File: src/rtl/display_pkg.sv
// Shared types and constants for the stopwatch display stage.
package display_pkg;

  typedef enum logic [1:0] {
    IDLE  = 2'd0,
    SHIFT = 2'd1,
    DONE  = 2'd2
  } conv_state_e;

  localparam int unsigned NUM_DIGITS = 4;
  localparam int unsigned BIN_BITS   = 10;

  // Active-low segment patterns {g,f,e,d,c,b,a}
  localparam logic [6:0] SEG_BLANK = 7'b1111111;
  localparam logic [6:0] SEG_DASH  = 7'b0111111;

endpackage

File: src/rtl/display_mux_seg7_decode.sv
// Nibble to active-low 7-segment pattern; values 10-15 render as a dash.
module seg7_decode
  import display_pkg::*;
(
  input  logic [3:0] nibble,
  output logic [6:0] seg
);

  // Plain lookup, no blanking or overflow handling here
  always_comb begin
    seg = SEG_DASH;
    unique case (nibble)
      4'd0:    seg = 7'b1000000;
      4'd1:    seg = 7'b1111001;
      4'd2:    seg = 7'b0100100;
      4'd3:    seg = 7'b0110000;
      4'd4:    seg = 7'b0011001;
      4'd5:    seg = 7'b0010010;
      4'd6:    seg = 7'b0000010;
      4'd7:    seg = 7'b1111000;
      4'd8:    seg = 7'b0000000;
      4'd9:    seg = 7'b0010000;
      default: seg = SEG_DASH;
    endcase
  end

endmodule

File: src/rtl/display_mux.sv
// Stopwatch display: sequential binary-to-BCD conversion of the seconds
// count and a 4-digit multiplexed common-anode scan showing "SSS.d".
module display_mux
  import display_pkg::*;
#(
  parameter int unsigned SCAN_DIV = 4,
  parameter bit          BLANK_LZ = 1'b1
) (
  input  logic                  clk,
  input  logic                  reset,
  input  logic [BIN_BITS-1:0]   cont_seg,
  input  logic [3:0]            cont_dec,
  output logic [NUM_DIGITS-1:0] an,
  output logic [6:0]            seg,
  output logic                  dp,
  output logic                  conv_done
);

  localparam int unsigned PW = (SCAN_DIV > 1) ? $clog2(SCAN_DIV) : 1;

  conv_state_e         state_q, state_d;
  logic [BIN_BITS-1:0] bin_q, bin_d;
  logic [11:0]         bcd_q, bcd_d;
  logic [11:0]         bcd_adj;
  logic [3:0]          cnt_q, cnt_d;
  logic [3:0]          dec_cap_q, dec_cap_d;
  logic                ovf_cap_q, ovf_cap_d;

  logic [3:0]          hund_q, hund_d;
  logic [3:0]          tens_q, tens_d;
  logic [3:0]          unit_q, unit_d;
  logic [3:0]          tenth_q, tenth_d;
  logic                ovf_q, ovf_d;
  logic                done_q, done_d;

  logic [PW-1:0]       presc_q, presc_d;
  logic [1:0]          idx_q, idx_d;
  logic [NUM_DIGITS-1:0] an_q, an_d;
  logic [6:0]          seg_q, seg_d;
  logic                dp_q, dp_d;

  logic [3:0]          digit_nib;
  logic [6:0]          digit_seg;

  // Conversion FSM: capture, 10 add-3/shift steps, then commit to display
  always_comb begin
    state_d   = state_q;
    bin_d     = bin_q;
    bcd_d     = bcd_q;
    cnt_d     = cnt_q;
    dec_cap_d = dec_cap_q;
    ovf_cap_d = ovf_cap_q;
    hund_d    = hund_q;
    tens_d    = tens_q;
    unit_d    = unit_q;
    tenth_d   = tenth_q;
    ovf_d     = ovf_q;
    done_d    = 1'b0;

    bcd_adj = bcd_q;
    for (int unsigned i = 0; i < 3; i++) begin
      if (bcd_q[4*i +: 4] >= 4'd5) begin
        bcd_adj[4*i +: 4] = bcd_q[4*i +: 4] + 4'd3;
      end
    end

    unique case (state_q)
      IDLE: begin
        bin_d     = cont_seg;
        dec_cap_d = cont_dec;
        bcd_d     = '0;
        cnt_d     = '0;
        ovf_cap_d = (cont_seg > 10'd999);
        state_d   = SHIFT;
      end
      SHIFT: begin
        {bcd_d, bin_d} = {bcd_adj, bin_q} << 1;
        if (cnt_q == 4'(BIN_BITS - 1)) begin
          state_d = DONE;
        end else begin
          cnt_d = cnt_q + 4'd1;
        end
      end
      DONE: begin
        hund_d  = bcd_q[11:8];
        tens_d  = bcd_q[7:4];
        unit_d  = bcd_q[3:0];
        tenth_d = dec_cap_q;
        ovf_d   = ovf_cap_q;
        done_d  = 1'b1;
        state_d = IDLE;
      end
      default: state_d = IDLE;
    endcase
  end

  // Conversion and display registers
  always_ff @(posedge clk or posedge reset) begin
    if (reset) begin
      state_q   <= IDLE;
      bin_q     <= '0;
      bcd_q     <= '0;
      cnt_q     <= '0;
      dec_cap_q <= '0;
      ovf_cap_q <= 1'b0;
      hund_q    <= '0;
      tens_q    <= '0;
      unit_q    <= '0;
      tenth_q   <= '0;
      ovf_q     <= 1'b0;
      done_q    <= 1'b0;
    end else begin
      state_q   <= state_d;
      bin_q     <= bin_d;
      bcd_q     <= bcd_d;
      cnt_q     <= cnt_d;
      dec_cap_q <= dec_cap_d;
      ovf_cap_q <= ovf_cap_d;
      hund_q    <= hund_d;
      tens_q    <= tens_d;
      unit_q    <= unit_d;
      tenth_q   <= tenth_d;
      ovf_q     <= ovf_d;
      done_q    <= done_d;
    end
  end

  // Digit selected by the scan index
  always_comb begin
    digit_nib = tenth_q;
    unique case (idx_q)
      2'd3:    digit_nib = hund_q;
      2'd2:    digit_nib = tens_q;
      2'd1:    digit_nib = unit_q;
      default: digit_nib = tenth_q;
    endcase
  end

  seg7_decode u_dec (
    .nibble (digit_nib),
    .seg    (digit_seg)
  );

  // Scan prescaler/index and next display outputs (overflow beats blanking)
  always_comb begin
    presc_d = presc_q + PW'(1);
    idx_d   = idx_q;
    if (presc_q == PW'(SCAN_DIV - 1)) begin
      presc_d = '0;
      idx_d   = idx_q + 2'd1;
    end

    an_d  = ~(4'b0001 << idx_q);
    dp_d  = (idx_q != 2'd1);
    seg_d = digit_seg;
    if (ovf_q && (idx_q != 2'd0)) begin
      seg_d = SEG_DASH;
    end else if (BLANK_LZ && (idx_q == 2'd3) && (hund_q == 4'd0)) begin
      seg_d = SEG_BLANK;
    end else if (BLANK_LZ && (idx_q == 2'd2) && (hund_q == 4'd0) && (tens_q == 4'd0)) begin
      seg_d = SEG_BLANK;
    end
  end

  // Scan registers and registered display outputs
  always_ff @(posedge clk or posedge reset) begin
    if (reset) begin
      presc_q <= '0;
      idx_q   <= '0;
      an_q    <= '1;
      seg_q   <= SEG_BLANK;
      dp_q    <= 1'b1;
    end else begin
      presc_q <= presc_d;
      idx_q   <= idx_d;
      an_q    <= an_d;
      seg_q   <= seg_d;
      dp_q    <= dp_d;
    end
  end

  assign an        = an_q;
  assign seg       = seg_q;
  assign dp        = dp_q;
  assign conv_done = done_q;

endmodule
File: config.mk
export PLATFORM = sky130hd
export DESIGN_NAME = display_mux
export DESIGN_NICKNAME = d
export VERILOG_FILES = /design/src/rtl/display_pkg.sv /design/src/rtl/display_mux_seg7_decode.sv /design/src/rtl/display_mux.sv
export SDC_FILE = /design/constraint.sdc
export NUM_CORES = 1
export LEC_CHECK = 0
export CORE_MARGIN = 8
export CORE_UTILIZATION = 50
export CTS_CLUSTER_DIAMETER = 60
export DETAILED_ROUTE_END_ITERATION = 10
export GPL_ROUTABILITY_DRIVEN = 0
export GPL_TIMING_DRIVEN = 0
export PLACE_DENSITY = 0.71
export SLEW_MARGIN = 25
export SYNTH_ARGS = -nofsm -noshare
export SYNTH_HDL_FRONTEND = slang
export SYNTH_HIERARCHICAL = 1
export SYNTH_SLANG_ARGS = --single-unit
export TNS_END_PERCENT = 100
File: constraint.sdc
create_clock -name clk -period 4.2 [get_ports clk]
set_input_delay 0.63 -clock clk [delete_from_list [all_inputs] [get_ports clk]]
set_output_delay 0.63 -clock clk [all_outputs]
set_load 0.05 [all_outputs]
* Word-level counts from Yosys, hierarchy flattened
Memory sizes are Yosys's and may differ from the RTL's. Cells that the tools add are included.
Cells by class: add/subtract/negate cells 6, multiply operators 0, div/mod/pow operators 0, order comparisons 4, equality and inequality tests 10, shift-type cells 1, multiplexer cells 15, bitwise gates (word level) 1, reduce and logical (&&, ||, !) cells 10
Operators by type and width (count):
- $pmux W12 S2 | 1
- $mux W7 | 3
- $pmux W10 S2 | 1
- $ge A4 B3 Y1 const B | 3
- $mux W4 | 3
- $pmux W4 S3 | 1
- $gt A10 B10 Y1 const B | 1
- $add A4 B2 Y4 const B | 2
- $eq A2 B2 Y1 const B | 4
- $logic_not A4 Y1 | 2
- $pmux W4 S2 | 1
- $add A2 B1 Y2 const B | 2
- $add A4 B1 Y4 const B | 1
- $eq A2 B1 Y1 const B | 2
- $eq A4 B4 Y1 const B | 1
- $logic_and A1 B1 Y1 | 4
- $mux W2 | 2
- $ne A2 B2 Y1 const B | 2
- $not A4 Y4 | 1
- $pmux W2 S2 | 1
- $reduce_bool A2 Y1 | 2
- $shl A1 B2 Y4 const A | 1
- $add A3 B2 Y3 const B | 1
- $mux W3 | 1
- 4 further kinds | 4
Storage, ports and cells: register bits 67, latch bits 0, RAM bits 0, memory bits (read-only) 112, input bits 16, output and inout port bits 13, logic and storage cells 65, memories kept 1
Memories:
- (name not given) | words 16, bits a word 7, rd ports 1, clocked after memory_dff 0, write ports 0, line display_mux_seg7_decode.sv:12 | unique case (nibble)

* Longest topological paths before layout
Gate-level depths: netlist of run 1.
depth after elaboration 6, mapped depth 12, gate-level depth less buffers 12

* By module
Netlist of run 1, hierarchy kept.
Modules (own cells, without submodules):
- display_mux | instances 1, cells each 267, area an instance 3100.5 um2, seq. area each 1665.3 um2
- seg7_decode | instances 1, cells each 33, area an instance 205.2 um2, seq. area each 0.0 um2

* Worst setup path after synthesis of run 1
Ideal clock, no wire load.
kind register to register, start reg idx_q[0], end reg seg_q[3] (netlist: seg[3]), setup time 93 ps, arrival time 1945 ps, data required time 4107 ps, setup slack 2163 ps, stages on the path, launching flop included 12, path buffers 0, period minus slack after synthesis 2037 ps, cells stage by stage dfrtp_1 -> inv_1 -> ha_1 -> a222oi_1 -> a21oi_1 -> inv_1 -> ha_1 -> or2_4 -> a21oi_2 -> nor2_1 -> nor2_1 -> o21ai_0
On the way: word-level cells in the longest chain between the ends 6, elaborated cells on any way between the ends 13, those cells by class 3 x eq/ne; 4 x mux; 5 x reduce/logical; 1 x memory
Ends and longest elaborated chain:
- from (decl) | line display_mux.sv:37 | logic [1:0] idx_q, idx_d;
- from (signal assigned) | line display_mux.sv:175 | idx_q <= idx_d;
- $eq A2 B1 Y1 or $eq A2 B2 Y1 (tied branches) | line display_mux.sv:131 | unique case (idx_q)
- $pmux W4 S3 * | line display_mux.sv:131
- via digit_nib[1] | line display_mux.sv:42 | logic [3:0] digit_nib;
- $mem_v2 Z16 W7 *
- via digit_seg[3] | line display_mux.sv:43 | logic [6:0] digit_seg;
- $mux W7 * | line display_mux.sv:160 | end else if (BLANK_LZ && (idx_q == 2'd2) && (hund_q == 4'd0) && (tens_q == 4'd0)) begin
- $mux W7 * | line display_mux.sv:158 | end else if (BLANK_LZ && (idx_q == 2'd3) && (hund_q == 4'd0)) begin
- $mux W7 * | line display_mux.sv:156 | if (ovf_q && (idx_q != 2'd0)) begin
- via seg_d[3] | line display_mux.sv:39 | logic [6:0] seg_q, seg_d;
- to (signal assigned) | line display_mux.sv:177 | seg_q <= seg_d;
- to (decl) | line display_mux.sv:39
Mark *: on every way through the listed nets, which the timed path passes. The rest lies on a longest branch. A chain may end at the register's enable or synchronous reset.

* Worst setup path after layout of run 1
start reg idx_q[0], end reg seg_q[0] (netlist: seg[0])
The elaborated chain is that of the path after synthesis.

==> results by group, run 1 <==
Synthesis
  • Synthesized flop and latch total: 66
  • Post-Syn Area: 3310 sq um
  • Synth top area cells: dfrtp_1 42%, dfstp_2 8.7%, ha_1 6.8%
  • EDFF count, synth: 0
  • Ys async rst share: 100%
  • Synth Area in Compound Gates: 14.8%
  • Syn_area_per_cell: 11.0 sq um
  • Simple-gate share of the synthesized area: 11.6%
  • Largest family of logic cells by synthesized area: compound AO/OA/AOI/OAI gates
  • Synth warn: 6
  • Cells after Synth: 300
  • Syn_nets: 334
  • Mux cell area share after synthesis: 9.88%
  • Post-synth top area cell: dfrtp_1
  • Xor/xnor share of the synthesized area: 0.795%
  • Post-synthesis adder-cell area fraction: 6.81%
  • Main synth FF type: dfrtp_1
  • Sequential area share after synthesis: 50.4%
  • Synth top area share: 41.6%
  • Yosys cell types: 47

Route
  • Post-route DRC: 0
  • 1st-iter DRT viols: 164
  • DR pass1 iterations: 7
  • Routed Antenna Nets: 0
  • Routed len/inst: 15.0 um
  • Routed via count: 2346
  • Routed WL: 6.35 mm
  • DR vias/cell: 5.56

Place
  • Placed Instances: 406
  • Worst slack, placed: 1.81 ns
  • Post-DP HPWL: 4.53 mm
  • I/O Buffers: 28

CTS
  • CTS tree: built
  • Clk buf depth: 2
  • Clk slew on worst S/H paths: 0.08 ns
  • Clock sinks: 66
  • Worst skew pair latency: 0.34 ns
  • Root buf cell: clkbuf_8
  • Num CTS Buffers: 9
  • Setup repair bufs after CTS: 0
  • Post-CTS sizing: 0
  • CTS H-tree depth: 3
  • CTS Hold Bufs: 0

Layout
  • Non-Filler Instances: 422
  • ANT cells: 0
  • Layout cells sized above 1: 17.1%
  • Fin util: 61.4%
  • Nets: 374
  • Area Growth Syn to Fin: 18.7%
  • Most frequent cells in the layout: 55 x dfrtp_1, 28 x clkdlybuf4s50_1, 25 x o21ai_0, 24 x nor2_1, 23 x nand2_1
  • Most common cell after layout, fill and taps aside: dfrtp_1

Critical path
  • Critical-path cell list: inv_1 > ha_1 > a222oi_1 > a21oi_1 > inv_1 > ha_1 > or2_4 > a21oi_1 > nor2_1 > nor2_1 > o21ai_0
  • CP max FO: 7
  • Worst Path Class, Setup: flip-flop to flip-flop
  • CP Capture Type: flip-flop
  • Worst path required time: 4.44 ns
  • Worst path slowest cell: dfrtp_1
  • Worst path max stage delay: 0.43 ns
  • WP data arrival: 2.70 ns
  • CP startpoint kind: flip-flop

GRT
  • Remaining Overflow, GRT: 0
  • Tot GR Track Use: 14.1%
  • Pin count of the biggest net entering global routing: 37
  • Vias in the first global route: 2306
  • Initial antenna violation count: 0
  • First-pass GRT wire length: 10.9 mm

Die
  • Starting Density: 51.8%
  • DIE AREA: 9470 sq um
  • Area of the core: 6390 sq um
  • Die width: 97.3 um
  • Ports: 29
  • Die height: 97.3 um
  • Num rows: 29

STA
  • Final WS setup: 1.74 ns
  • Final slew viol count: 0
  • Slew HR: 66.5%
  • Peak Freq: 0.407 GHz
  • RSZ-0062 raised after global routing: false
  • Worst slew pin tran: 0.500 ns
  • Final Hold Vio Count: 0
  • Final period util: 58.6%
  • Setup Viol. Count Final: 0
  • Skew final: 0.00980 ns
  • Setup TNS: 0 ns
  • Final Critical Period: 2.46 ns

Pwr
  • Max IR drop VDD: 0.000228 V
  • Total power: 1.47 mW
  • Static Leak: 1.76 nW
  • PwrDens: 375 nW/um^2

Status
  • Status: finished, final reports clean

Flow run
  • Max_cap viols: 0

Min path
  • Hold Crit Class: flip-flop to flip-flop
synth_stat cells (5+ instances only):
master / n
nor2_1: 24
mux2i_1: 9
dfrtp_1: 55
mux2_1: 9
clkbuf_1: 5
nand2_1: 23
o21ai_0: 25
dfstp_2: 11
a21oi_1: 11
o31ai_1: 5
nand2b_1: 5
mux2_2: 12
a221o_1: 7
inv_1: 17
ha_1: 18
a2111oi_0: 6
power by group:
part	internal, mW	switching (mW)	leakage, nW
clock	0.336	0.241	0.110
combinational	0.0773	0.0849	0.832
sequential	0.693	0.0383	0.821
worst paths after layout:
path	depth (start not counted)	slack, ns	endpoint	start
min reg2reg	1	0.43	presc_q[0]	presc_q[0]
min in group asynchronous	2	0.66	dec_cap_q[0]	reset
max reg2reg	11	1.74	seg[0]	idx_q[0]
max	11	1.74	seg[0]	idx_q[0]
max in group asynchronous	3	2.94	seg[6]	reset
min	1	0.43	presc_q[0]	presc_q[0]
metal layers:
| layer | vias up | global-route usage [%] | share of wire [%] |
|---|---|---|---|
| met5 | - | 0 | 0 |
| met4 | 0 | 7.11 | 1.5 |
| met3 | 7 | 4.20 | 5.8 |
| met2 | 69 | 21.4 | 45 |
| met1 | 1132 | 17.8 | 48 |
| li1 | 1138 | - | - |
logic make-up after synthesis:
kind of cell / count (synthesis)
compound gates: 72
xor+xnor: 3
fa+ha+maj: 18
buf+inv: 35
flops: 66
mux: 30
simple gates: 76
registers in the layout, summed over array words and instances, names as in the netlist, 2 cells and up:
signal	flops
bcd_q	12
bin_q	10
seg	7
an	4
cnt_q	4
dec_cap_q	4
hund_q	4
tens_q	4
tenth_q	4
unit_q	4
idx_q	2
presc_q	2
state_q	2
stage by stage:
stage / instance area, sq um / hold slack (ns)
5_1_grt: 3920 / 0.459
2_1_floorplan: 3310 / 0.403
4_1_cts: 3920 / 0.440
3_5_place_dp: 3700 / 0.427
3_3_place_gp: 3680 / 0.413
6_report: 3920 / 0.434
cell type report:
| type | count | area (sq um) |
|---|---|---|
| Inverter | 18 | 70.1 |
| Sequential cell | 66 | 1670 |
| Tap cell | 77 | 96.3 |
| Buffer | 17 | 123 |
| Clock inverter | 6 | 91.3 |
| Timing Repair Buffer | 29 | 300 |
| Clock buffer | 10 | 128 |
| Multi-Input combinational cell | 199 | 1450 |
| Fill cell | 532 | 2460 |
critical path, delay by kind of cell (launching register included):
family,cells,cell delay (ns)
fa+ha+maj,2,0.51
simple gates,3,0.38
buf+inv,2,0.25
compound gates,4,0.81
flops,1,0.43
No activity file was read; power rests on OpenSTA's default activity.
==> run 2: changes to the inputs <==
- PLACE_DENSITY: 0.71 -> 0.73
- clock period: 4.2 -> 2.05 ns (I/O delays scaled with it)
==> run 2 against run 1 <==
- the run now ends with negative setup slack left
- via count rose by 3.0%
- sequential power grew 110%
- fmax grew 14%
- die area is the same
- register-to-register slack lost 1.9 ns
- setup slack worse by 1.9 ns
- clock skew fell by 0.0018 ns
- core utilization is 2.4 points higher
- sequential share of layout area decreased by 1.6 points
- flip-flop and latch count is the same
- critical endpoint is now seg[5]
==> results by group, run 2 (synthesis results as in run 1) <==
Die
  • Starting Density: 51.8% (unchanged)
  • Ports: 29 (unchanged)
  • Die width: 97.3 um (unchanged)
  • Num rows: 29 (unchanged)
  • Area of the core: 6390 sq um (unchanged)
  • DIE AREA: 9470 sq um (unchanged)
  • Die height: 97.3 um (unchanged)

Route
  • Routed Antenna Nets: 0 (unchanged)
  • Routed len/inst: 15.9 um (+5.8%)
  • Post-route DRC: 0 (unchanged)
  • DR vias/cell: 5.62 (+1.1%)
  • 1st-iter DRT viols: 177 (+7.9%)
  • DR pass1 iterations: 8 (+1)
  • Routed via count: 2417 (+3.0%)
  • Routed WL: 6.84 mm (+7.8%)

Pwr
  • Psw: 766 uW (+110%)
  • Clk pwr share: 40.7% (+1.5 points)
  • PwrDens: 761 nW/um^2 (+100%)
  • P_int: 2.34 mW (+110%)
  • Static Leak: 1.81 nW (+2.8%)
  • Flop pwr share: 48.2% (-1.5 points)
  • Total power: 3.10 mW (+110%)
  • Max IR drop VDD: 0.000559 V (+140%)
  • Switching Share: 24.7% (-0.065 points)
  • Gate power share: 11.1% (about the same)

Critical path
  • CP Launch Point: idx_q[1]
  • FF-to-FF setup slack: -0.11 ns (-1.85 ns)
  • Worst path required time: 2.31 ns (-2.13 ns)
  • R2R Path Start: idx_q[1]
  • Worst path max stage delay: 0.44 ns (about the same)
  • Critical-path cell list: buf_6 > ha_4 > a222oi_1 > a21oi_4 > ha_2 > or2b_1 > a21oi_1 > nor2_1 > nor2_1 > o21ai_1
  • Worst R2R Path Depth: 10 (-1)
  • Most frequent cell on the critical path: nor2_1
  • Worst path slowest cell: a222oi_1
  • CP max FO: 5 (-2)
  • CP Capture Type: flip-flop
  • WP data arrival: 2.42 ns (-0.28 ns)
  • CP startpoint kind: flip-flop
  • Worst Path Class, Setup: flip-flop to flip-flop
  • FF-to-FF End: seg[5]

CTS
  • Clk buf depth: 2 (unchanged)
  • Clock sinks: 66 (unchanged)
  • Worst skew pair latency: 0.35 ns (about the same)
  • CTS Hold Bufs: 0 (unchanged)
  • Root buf cell: clkbuf_8
  • CTS tree: built
  • CTS H-tree depth: 3 (unchanged)
  • Clk slew on worst S/H paths: 0.07 ns (about the same)
  • Num CTS Buffers: 9 (unchanged)

GRT
  • Initial antenna violation count: 0 (unchanged)
  • Vias in the first global route: 2436 (+5.6%)
  • Met2 usage: 23.1% (+1.7 points)
  • Top Usage Layer GRT: met2
  • Met1 GRT Util: 18.2% (+0.39 points)
  • First-pass GRT wire length: 11.5 mm (+5.4%)
  • Remaining Overflow, GRT: 0 (unchanged)
  • Pin count of the biggest net entering global routing: 40 (+8.1%)
  • Met3 usage: 5.19% (+1.0 points)
  • Tot GR Track Use: 14.7% (+0.61 points)

Place
  • Placed Instances: 406 (unchanged)
  • I/O Buffers: 28 (unchanged)
  • DP Area: 3700 sq um (unchanged)
  • Post-DP HPWL: 4.58 mm (+1.1%)

Layout
  • Number of flip-flops under the largest register name: 12 (unchanged)
  • Layout cells sized above 1: 23.2% (+6.1 points)
  • Most common cell after layout, fill and taps aside: dfrtp_1
  • Nets: 382 (+2.1%)
  • Fin util: 63.8% (+2.4 points)
  • Most frequent cells in the layout: 54 x dfrtp_1, 27 x clkdlybuf4s50_1, 24 x nor2_1, 22 x o21ai_0, 22 x nand2_1
  • Fin area: 4080 sq um (+3.9%)
  • Biggest register: bcd_q
  • Area Growth Syn to Fin: 23.3%
  • Non-Filler Instances: 430 (+1.9%)
  • ANT cells: 0 (unchanged)

STA
  • Final slew viol count: 0 (unchanged)
  • Final WS setup: -0.112 ns (-1.85 ns)
  • Slew HR: 62.0% (-4.5 points)
  • Setup Viol. Count Final: 7 (+7)
  • Worst slew pin tran: 0.555 ns (+0.0551 ns)
  • Final Critical Period: 2.16 ns (-0.298 ns)
  • Setup TNS: -0.491 ns (-0.491 ns)
  • RSZ-0062 raised after global routing: true
  • Skew final: 0.00805 ns (-0.00175 ns)
  • Final Hold Vio Count: 0 (unchanged)
  • Peak Freq: 0.463 GHz (+14%)
  • Final period util: 105% (+47 points)

Min path
  • Hold Crit Class: input port to async pin

Status
  • Status: complete, but fails checks
  • Violated checks: negative setup slack

Flow run
  • Max_cap viols: 0 (unchanged)
run 2: cell count changes in the layout (fill, tap and decap cells not counted), sizes merged:
cell / change
buf: +8
dlygate4sd2: +1
clkinv: -2
clkdlybuf4s50: -1
clkbuf: +2
run 2: per-layer routing:
metal,wire length (um),up-vias
li1,-,1161
met1,3110,1182
met2,3240,64
met3,370,10
met4,119,0
met5,0,-
run 2: final cells by class:
cell class | count | area [sq um]
flip-flops and latches | 66 | 1670
clock buffers | 12 | 155
plain buffers | 17 | 123
repair buffers | 37 | 367
fillers | 501 | 2310
clock inverters | 4 | 73.8
well taps | 77 | 96.3
inverters | 18 | 75.1
multi-input cells | 199 | 1520
run 2: per-stage QoR:
step	worst slack [ns]	hold slack, ns
6_report	-0.112	0.284
5_1_grt	-0.289	0.320
4_1_cts	-0.0646	0.283
3_5_place_dp	-0.345	0.442
3_3_place_gp	-1.01	0.413
2_1_floorplan	0.0125	0.403
run 2: power groups by stage:
| stage | sequential, mW | clock, mW | combinational, mW |
|---|---|---|---|
| detailed placement | 1.52 | 0 | 0.330 |
| global route | 1.50 | 1.33 | 0.381 |
| floorplan | 1.54 | 0 | 0.188 |
| global placement | 1.51 | 0 | 0.317 |
| CTS | 1.49 | 1.29 | 0.337 |
| finish | 1.50 | 1.26 | 0.343 |
run 2: repair_timing:
item                       CTS  global route
buffers inserted             6             2
resized for setup           17             9
setup endpoints to repair    8             7
pin swaps                    7             4
run 2: how the worst max path moves through the flow:
stage                end
3_5_place_dp      seg[0]
5_1_grt           seg[6]
4_1_cts           seg[4]
6_report          seg[5]
2_1_floorplan     seg[3]
3_3_place_gp   bcd_q[10]
run 2: worst max-delay path: cells and delay by family, from the launching register on:
kind | cells | cell delay (ns)
AND/OR/NAND/NOR | 3 | 0.36
flip-flops | 1 | 0.43
buffers and inverters | 1 | 0.14
adder cells (fa/ha/maj) | 2 | 0.36
AO/OA/AOI/OAI | 4 | 0.78
==> run 3: changes to the inputs <==
- CORE_UTILIZATION: 50 -> 52
- PLACE_DENSITY: 0.73 -> 0.76
==> run 3 against run 2 <==
- setup slack worse by 0.0033 ns
- clock skew is 0.0017 ns lower
- routed wire length fell by 0.66%
- die area shrank 3.2%
- the flow still finishes with violations (negative setup slack)
- non-clock buffer count shrank 2
- largest power group unchanged
- largest cell class unchanged
- sequential share of layout area up 0.44 points
- critical path depth is the same
- fmax decreased by 0.15%
==> results by group, run 3 (synthesis results as in run 1) <==
Status
  • Status: complete, but fails checks
  • Violated checks: negative setup slack

Layout
  • Most common cell after layout, fill and taps aside: dfrtp_1
  • Most frequent cells in the layout: 54 x dfrtp_1, 27 x clkdlybuf4s50_1, 23 x o21ai_0, 23 x nand2_1, 23 x nor2_1
  • Nets: 380 (-0.52%)
  • ANT cells: 0 (unchanged)
  • Area Growth Syn to Fin: 22.0%
  • Number of fill cells in the layout: 483 (-3.6%)
  • Biggest register: bcd_q
  • Layout cells sized above 1: 22.8% (-0.44 points)
  • Number of flip-flops under the largest register name: 12 (unchanged)
  • Non-Filler Instances: 428 (-0.47%)

Pwr
  • PwrDens: 729 nW/um^2 (-4.3%)
  • Static Leak: 1.79 nW (-1.5%)
  • Max IR drop VDD: 0.000529 V (-5.4%)
  • Total power: 2.94 mW (-5.4%)

CTS
  • Root buf cell: clkbuf_8
  • Worst skew pair latency: 0.35 ns (about the same)
  • CTS Hold Bufs: 0 (unchanged)
  • Clk buf depth: 2 (unchanged)
  • Clock sinks: 66 (unchanged)
  • CTS H-tree depth: 3 (unchanged)
  • Clk slew on worst S/H paths: 0.07 ns (about the same)
  • CTS tree: built
  • Num CTS Buffers: 9 (unchanged)

GRT
  • Tot GR Track Use: 16.4% (+1.7 points)
  • Initial antenna violation count: 0 (unchanged)
  • First-pass GRT wire length: 11.5 mm (about the same)
  • Pin count of the biggest net entering global routing: 58 (+45%)
  • Remaining Overflow, GRT: 0 (unchanged)
  • Vias in the first global route: 2452 (+0.66%)

Die
  • Die height: 95.7 um (-1.6%)
  • Die width: 95.7 um (-1.6%)
  • Ports: 29 (unchanged)
  • DIE AREA: 9160 sq um (-3.2%)
  • Area of the core: 6240 sq um (-2.3%)
  • Num rows: 29 (unchanged)
  • Starting Density: 53.0% (+1.2 points)

STA
  • Worst slew pin tran: 0.538 ns (-0.0171 ns)
  • Final Critical Period: 2.16 ns (+0.00325 ns)
  • Setup Viol. Count Final: 6 (-1)
  • RSZ-0062 raised after global routing: true
  • Peak Freq: 0.462 GHz (-0.15%)
  • Setup TNS: -0.524 ns (-0.0326 ns)
  • Final Hold Vio Count: 0 (unchanged)
  • Slew HR: 63.8% (+1.8 points)
  • Final period util: 106% (+0.16 points)
  • Skew final: 0.00635 ns (-0.00169 ns)
  • Final WS setup: -0.115 ns (-0.00325 ns)
  • Final slew viol count: 0 (unchanged)

Min path
  • Hold Crit Class: input port to async pin

Route
  • Routed len/inst: 15.9 um (-0.19%)
  • DR vias/cell: 5.66 (+0.72%)
  • Routed via count: 2423 (+0.25%)
  • Routed Antenna Nets: 0 (unchanged)
  • Post-route DRC: 0 (unchanged)
  • 1st-iter DRT viols: 170 (-4.0%)
  • DR pass1 iterations: 5 (-3)
  • Routed WL: 6.80 mm (-0.66%)

Critical path
  • CP startpoint kind: flip-flop
  • Worst R2R Path Depth: 10 (unchanged)
  • CP Capture Type: flip-flop
  • CP endpoint: seg[5]
  • FF-to-FF End: seg[5]
  • WP data arrival: 2.43 ns (about the same)
  • R2R Path Start: idx_q[1]
  • Worst path slowest cell: a222oi_1
  • Worst path required time: 2.31 ns (about the same)
  • Worst path max stage delay: 0.49 ns (+0.05 ns)
  • Most frequent cell on the critical path: nor2_1
  • Critical-path cell list: inv_2 > ha_4 > a222oi_1 > a21oi_4 > ha_2 > or2b_1 > a21oi_1 > nor2_1 > nor2_1 > o21ai_1
  • FF-to-FF setup slack: -0.11 ns (about the same)
  • Worst Path Class, Setup: flip-flop to flip-flop
  • CP Launch Point: idx_q[1]
  • CP max FO: 5 (unchanged)

Flow run
  • Max_cap viols: 0 (unchanged)

Place
  • Worst slack, placed: -0.350 ns (-0.00558 ns)
  • Post-DP HPWL: 4.61 mm (+0.66%)
  • I/O Buffers: 28 (unchanged)
  • Placed Instances: 406 (unchanged)
-- run 3: where the power goes --
group / switching [mW] / internal [mW] / total [mW]
clock: 0.506 / 0.594 / 1.10
sequential: 0.0743 / 1.42 / 1.49
combinational: 0.179 / 0.165 / 0.344
-- run 3: how the worst min path moves through the flow --
stage / endpoint / start
finish: idx_q[0] / reset
global placement: presc_q[0] / presc_q[0]
global route: idx_q[1] / reset
CTS: presc_q[0] / reset
floorplan: presc_q[0] / presc_q[0]
detailed placement: presc_q[0] / presc_q[0]
-- run 3: final cells by class --
class	count	area (sq um)	share of cell area, %
flip-flops and latches	66	1670	41.3
multi-input cells	199	1510	37.4
repair buffers	35	359	8.90
clock buffers	10	138	3.41
plain buffers	17	123	3.04
well taps	77	96.3	2.39
inverters	18	75.1	1.86
clock inverters	6	66.3	1.64
-- run 3: critical path, delay by kind of cell (launching register included) --
kind            cells  cell delay (ns)
simple gates        3             0.35
flops               1             0.41
fa+ha+maj           2             0.38
compound gates      4             0.84
buf+inv             1             0.08
-- run 3: metal layers --
metal	global-route usage, %	routed length [um]	share of wire (%)	up-vias
li1	-	-	-	1151
met3	3.59	325	4.8	12
met2	25.8	3270	48	66
met4	9.48	163	2.4	0
met5	0	0	0	-
met1	20.4	3040	45	1194
-- run 3: stage by stage --
stage	area [sq um]	util (%)	hold slack (ns)
finish	4030	64.6	0.210
global route	4030	64.6	0.221
CTS	4020	64.3	0.201
detailed placement	3710	59.5	0.421
global placement	3680	59.0	0.413
floorplan	3310	-	0.403
-- run 3: timing repair --
action / in CTS / in global routing
buffers inserted: 5 / 1
pin swaps: 7 / 4
setup endpoints to repair: 7 / 7
gates cloned: 0 / 0
gates resized for setup: 18 / 6
